--- src/rtl/hazard_pkg.sv ---
`default_nettype none
// ============================================================================
// hazard_pkg : forward-select codes and pipeline shadow-stage record
// Rev 1.0
// ============================================================================
package hazard_pkg;

   // Upper bound on REG_AW; narrower register addresses are zero-extended.
   localparam int DEST_W = 8;

   localparam logic [1:0] FWD_RF  = 2'b00;
   localparam logic [1:0] FWD_EX  = 2'b01;
   localparam logic [1:0] FWD_MEM = 2'b10;
   localparam logic [1:0] FWD_WB  = 2'b11;

   typedef struct packed {
      logic              valid;
      logic [DEST_W-1:0] dest;
      logic              wreg;
      logic              load;
      logic              multi;
   } stage_t;

   localparam stage_t STAGE_BUBBLE = '0;

   // A stage can supply source x only if it will write a real (non-zero) register.
   function automatic logic stage_hit(stage_t s, logic [DEST_W-1:0] x, logic used);
      return s.valid & s.wreg & used & (s.dest == x) & (x != '0);
   endfunction

endpackage
`default_nettype wire

--- src/rtl/mdu_lat_counter.sv ---
`default_nettype none
// ============================================================================
// mdu_lat_counter : remaining-cycle counter for a multi-cycle op in EX
// Rev 1.0
// ============================================================================
module mdu_lat_counter #(
   parameter  int MDU_LAT = 4,
   localparam int CW      = $clog2(MDU_LAT) + 1
) (
   input  logic clk,
   input  logic rst,
   input  logic load,
   input  logic dec,
   output logic busy
);

   logic [CW-1:0] cnt_q;
   logic [CW-1:0] cnt_d;

   always_comb begin
      cnt_d = cnt_q;
      if (load) begin
         cnt_d = CW'(MDU_LAT - 1);
      end else if (dec && (cnt_q != '0)) begin
         cnt_d = cnt_q - CW'(1);
      end
   end

   always_ff @(posedge clk) begin
      if (rst) begin
         cnt_q <= '0;
      end else begin
         cnt_q <= cnt_d;
      end
   end

   assign busy = (cnt_q != '0);

endmodule
`default_nettype wire

--- src/rtl/hazard_fwd_unit.sv ---
`default_nettype none
// ============================================================================
// hazard_fwd_unit : operand forwarding, stall/bubble and IF flush for ID
// Rev 1.0
// ============================================================================
module hazard_fwd_unit #(
   parameter int REG_AW  = 5,
   parameter bit FWD_WB  = 1'b1,
   parameter int MDU_LAT = 4
) (
   input  logic              clk,
   input  logic              rst,
   input  logic              id_valid,
   input  logic [REG_AW-1:0] id_rs,
   input  logic              id_rs_used,
   input  logic [REG_AW-1:0] id_rt,
   input  logic              id_rt_used,
   input  logic [REG_AW-1:0] id_rd,
   input  logic              id_wreg,
   input  logic              id_m2reg,
   input  logic              id_multi,
   input  logic              id_branch_taken,
   output logic [1:0]        fwd_a,
   output logic [1:0]        fwd_b,
   output logic              stall,
   output logic              flush_if,
   output logic              mdu_busy
);
   import hazard_pkg::*;

   stage_t ex_q, ex_d;
   stage_t mem_q, mem_d;
   stage_t wb_q, wb_d;
   stage_t id_stage;

   logic [DEST_W-1:0] rs_x, rt_x;
   logic ex_hit_a, mem_hit_a, wb_hit_a;
   logic ex_hit_b, mem_hit_b, wb_hit_b;
   logic load_use, wb_block, issue, cnt_busy;
   logic wb_unused;

   function automatic logic [1:0] pick(logic e, logic m, logic w);
      if (e)                return FWD_EX;
      else if (m)           return FWD_MEM;
      else if (w && FWD_WB) return hazard_pkg::FWD_WB;
      return FWD_RF;
   endfunction

   always_comb begin
      rs_x      = DEST_W'(id_rs);
      rt_x      = DEST_W'(id_rt);
      ex_hit_a  = stage_hit(ex_q,  rs_x, id_rs_used);
      mem_hit_a = stage_hit(mem_q, rs_x, id_rs_used);
      wb_hit_a  = stage_hit(wb_q,  rs_x, id_rs_used);
      ex_hit_b  = stage_hit(ex_q,  rt_x, id_rt_used);
      mem_hit_b = stage_hit(mem_q, rt_x, id_rt_used);
      wb_hit_b  = stage_hit(wb_q,  rt_x, id_rt_used);

      fwd_a = pick(ex_hit_a, mem_hit_a, wb_hit_a);
      fwd_b = pick(ex_hit_b, mem_hit_b, wb_hit_b);

      mdu_busy = ex_q.valid & ex_q.multi & cnt_busy;
      load_use = (ex_hit_a | ex_hit_b) & ex_q.load;
      // Without write-through, a WB-only producer must drain into the regfile first.
      wb_block = !FWD_WB &
                 ((wb_hit_a & ~ex_hit_a & ~mem_hit_a) |
                  (wb_hit_b & ~ex_hit_b & ~mem_hit_b));
      stall    = id_valid & (load_use | mdu_busy | wb_block);
      flush_if = id_valid & id_branch_taken & ~stall;
      issue    = ~mdu_busy & ~stall;
   end

   always_comb begin
      id_stage       = STAGE_BUBBLE;
      id_stage.valid = id_valid;
      id_stage.dest  = DEST_W'(id_rd);
      id_stage.wreg  = id_wreg;
      id_stage.load  = id_m2reg;
      id_stage.multi = id_multi;

      ex_d  = id_stage;
      mem_d = ex_q;
      wb_d  = mem_q;
      if (mdu_busy) begin
         ex_d  = ex_q;
         mem_d = STAGE_BUBBLE;
      end else if (stall) begin
         ex_d  = STAGE_BUBBLE;
      end
   end

   always_ff @(posedge clk) begin
      if (rst) begin
         ex_q  <= STAGE_BUBBLE;
         mem_q <= STAGE_BUBBLE;
         wb_q  <= STAGE_BUBBLE;
      end else begin
         ex_q  <= ex_d;
         mem_q <= mem_d;
         wb_q  <= wb_d;
      end
   end

   mdu_lat_counter #(
      .MDU_LAT (MDU_LAT)
   ) u_mdu_cnt (
      .clk  (clk),
      .rst  (rst),
      .load (issue & id_valid & id_multi),
      .dec  (mdu_busy),
      .busy (cnt_busy)
   );

   assign wb_unused = wb_q.load ^ wb_q.multi;

endmodule
`default_nettype wire

--- config.mk ---
export PLATFORM = sky130hd
export DESIGN_NAME = hazard_fwd_unit
export DESIGN_NICKNAME = d
export VERILOG_FILES = /design/src/rtl/hazard_pkg.sv /design/src/rtl/mdu_lat_counter.sv /design/src/rtl/hazard_fwd_unit.sv
export SDC_FILE = /design/constraint.sdc
export NUM_CORES = 1
export LEC_CHECK = 0
export BUFFER_PORTS_ARGS = -buffer_cell sky130_fd_sc_hd__buf_4
export CELL_PAD_IN_SITES_DETAIL_PLACEMENT = 0
export CELL_PAD_IN_SITES_GLOBAL_PLACEMENT = 2
export CORE_UTILIZATION = 35
export CTS_CLUSTER_DIAMETER = 40
export DETAILED_ROUTE_END_ITERATION = 6
export PLACE_DENSITY = 0.92
export RECOVER_POWER = 100
export SYNTH_ARGS = -nofsm -noshare
export SYNTH_HDL_FRONTEND = slang
export SYNTH_HIERARCHICAL = 1
export SYNTH_SLANG_ARGS = --single-unit
export TNS_END_PERCENT = 1
--- constraint.sdc ---
create_clock -name clk -period 4.3 [get_ports clk]
set_input_delay 0 -clock clk [delete_from_list [all_inputs] [get_ports clk]]
set_output_delay 0 -clock clk [all_outputs]
set_load 0.02 [all_outputs]
==> impl_metrics.csv <==
group,metric,value,unit
sta,rsz0062_at_grt,"false",
global_route,grt_start_max_net_pins,21,
sta,worstMarginPinSlew,0.621,ns
finish,layout.cells.non_filler,224,
placed_design,routabilityCongestion,0.797,
clock_network,numCtsBuffers,3,
clock_network,h-tree-depth,1,
finish,nets,203,
clock_network,clk_pin_slew,0.09,ns
power,power.density,298,mW/mm2
clock_network,cts_buffer_depth,2,
die,die-width,64.8,um
die,die_y,64.8,um
run_status,outcome,"finished, final reports clean",
placed_design,portBuffers,30,
clock_network,clkLatencyLatePin,0.26,ns
route,vias_per_cell,4.99,
global_route,grt_pass1_vias,1123,
route,wl_per_cell,13.9,um
setup_path,cp_max_fo,12,
clock_network,cts_setup_buffers,0,
placed_design,dp_hpwl,2420,um
sta,min_period_over_period,0.552,
setup_path,path_delay_family,"buffers and inverters",
die,num_io_pins,31,
die,start_util,0.372,
setup_path,path_buf_inv,3,
logic_synthesis,ys_warn_count,6,
power,p_leak,0.000664,uW
logic_synthesis,synth_seq_cells,26,
route,dr_wl_met3,99,um
finish,area_delta_synth_final,20.4,%
sta,post-route-min-period,2.37,ns
clock_network,cts-root-buf,"clkbuf_8",
setup_path,cp.arrival,2.37,ns
global_route,grt_pass1_wl,5200,um
setup_path,cp-end-kind,"output pin",
route,dr_wl_met2,1410,um
sta,drv_slew,0,
setup_path,crit_cells,7,
finish,diodes,0,
global_route,globalRoute.totalOverflow,0,
setup_path,cp-start-kind,"flop",
route,drc_errors,0,
setup_path,worstPathCellList,"inv_1 -> ha_1 -> nand2b_1 -> nand3_1 -> inv_1 -> o21a_1 -> clkbuf_1",
clock_network,cts_tree,"built",
clock_network,postCtsResizedCells,0,
sta,skew,0.00349,ns
run,cap_violations,0,
sta,fmax,0.421,GHz
logic_synthesis,ys_types,30,
logic_synthesis,syn-num-nets,170,
sta,relSlewSlack,0.586,
logic_synthesis,synth_top_area_frac,0.377,
logic_synthesis,netlist_instances,144,
route,via_count,1117,
global_route,grt_antenna_before_repair,0,
setup_path,slowest_stage,"inv_1",
setup_path,r2r_cells,7,
sta,holdWs,0.0215,ns
clock_network,cts.sinks,26,
logic_synthesis,synth_top_area_cell,"dfxtp_1",
route,ant_nets,0,
setup_path,max_stage_delay,0.45,ns
sta,hold_violations,0,
logic_synthesis,syn-mean-instance-area,9.59,um2
route,drt_first_pass_iters,4,
worst_hold_path,min_path_cells,3,
logic_synthesis,synth_area_leaders,"dfxtp_1, xnor2_1, mux2i_1, nor3_1, and2_1",
placed_design,dp.cells,220,
logic_synthesis,netlist_area,0.00138,mm2
route,maxUsedRoutingLayer,"met4",
die,rows,22,
finish,post-route-util,0.447,
sta,finalSetupViolations,0,
setup_path,path_class,"reg2out",
sta,setup_tns,0,ns
logic_synthesis,synth-seq-area-share,0.377,
setup_path,cpMostUsedCell,"inv_1",
power,vdd_ir_drop_max,0.139,mV
route,wl_met1,1560,um
setup_path,required,4.30,ns
clock_network,hold_buffers,0,
global_route,track_usage,0.163,
worst_hold_path,hold_class,"in2reg",
die,die-area,0.00420,mm2
finish,layout_common_cells,"xnor2_1, dfxtp_1, buf_4",
route,drtIter0Drc,22,
finish,drive_above_1_share,0.188,
die,core-area,0.00372,mm2
route,drt_wl_total,3110,um
==> synth_stat cells, drive strengths merged <==
cell type  count
dfxtp         26
xnor2         26
nor3          12
nor2           8
and2           7
nor2b          7
mux2i          6
nand3          6
nand4          6
or4            6
a21boi         4
o21ai          4
xor2           4
inv            3
nand2          3
a211oi         2
and4b          2
clkbuf         2
ha             2
or3            2
a21oi          1
a311oi         1
and4bb         1
nand2b         1
nor4           1
o21a           1
==> area by class of cell <==
cell class,instances,area (um2)
fillers,388,2050
multi-input cells,113,806
flip-flops and latches,26,520
repair buffers,30,210
well taps,48,60.1
clock buffers,4,55.1
inverters,3,11.3
==> power by group <==
group	internal [uW]	total, uW	switching, uW
clock network	81.7	155	73.0
registers	252	262	9.96
logic	42.2	78.9	36.7
==> layer usage <==
layer / vias to the layer above / track usage
met3: 4 / 0.0246
met4: 0 / 0.0500
met5: - / 0
met1: 521 / 0.212
li1: 573 / -
met2: 19 / 0.276
==> sequential cells by signal, indices dropped and copies added, names as in the netlist <==
| signal | flops |
|---|---|
| ex_q | 9 |
| u_mdu_cnt/cnt_q | 3 |
| wb_q | 7 |
| mem_q | 7 |
==> tightest hold or removal path: cells and delay by family <==
family / cells / cell delay, ns
buffers and inverters: 1 / 0.08
multiplexers: 1 / 0.05
AND/OR/NAND/NOR: 1 / 0.11
==> worst paths after layout <==
check | from | endpoint | slack [ns]
worst min-delay path | id_rd[0] | ex_q[3]$_SDFFE_PP0N_ | 0.02
worst min register to register | mem_q[2]$_SDFF_PP0_ | wb_q[2]$_SDFF_PP0_ | 0.49
worst max register to register | ex_q[4]$_SDFFE_PP0N_ | u_mdu_cnt/cnt_q[1]$_SDFFE_PP0P_ | 2.06
worst max-delay path | u_mdu_cnt/cnt_q[0]$_SDFFE_PP0P_ | stall | 1.93
==> logic make-up (layout without fill, tap and decap cells) <==
| group | count (synthesis) | count (layout) | share of synthesized area |
|---|---|---|---|
| compound gates | 13 | 13 | 0.0788 |
| xor+xnor | 30 | 30 | 0.190 |
| fa+ha+maj | 2 | 2 | 0.0181 |
| buf+inv | 5 | 37 | 0.0136 |
| flops | 26 | 26 | 0.377 |
| mux | 6 | 6 | 0.0435 |
| simple gates | 62 | 62 | 0.279 |
==> per-stage QoR <==
stage	setup WS (ns)	power, uW	area (um2)
global placement	2.23	347	1660
detailed placement	2.21	349	1660
global route	1.70	527	1660
CTS	2.08	504	1710
floorplan	2.48	312	1380
finish	1.93	495	1660
Note: power is estimated with default switching activity, not from simulation.
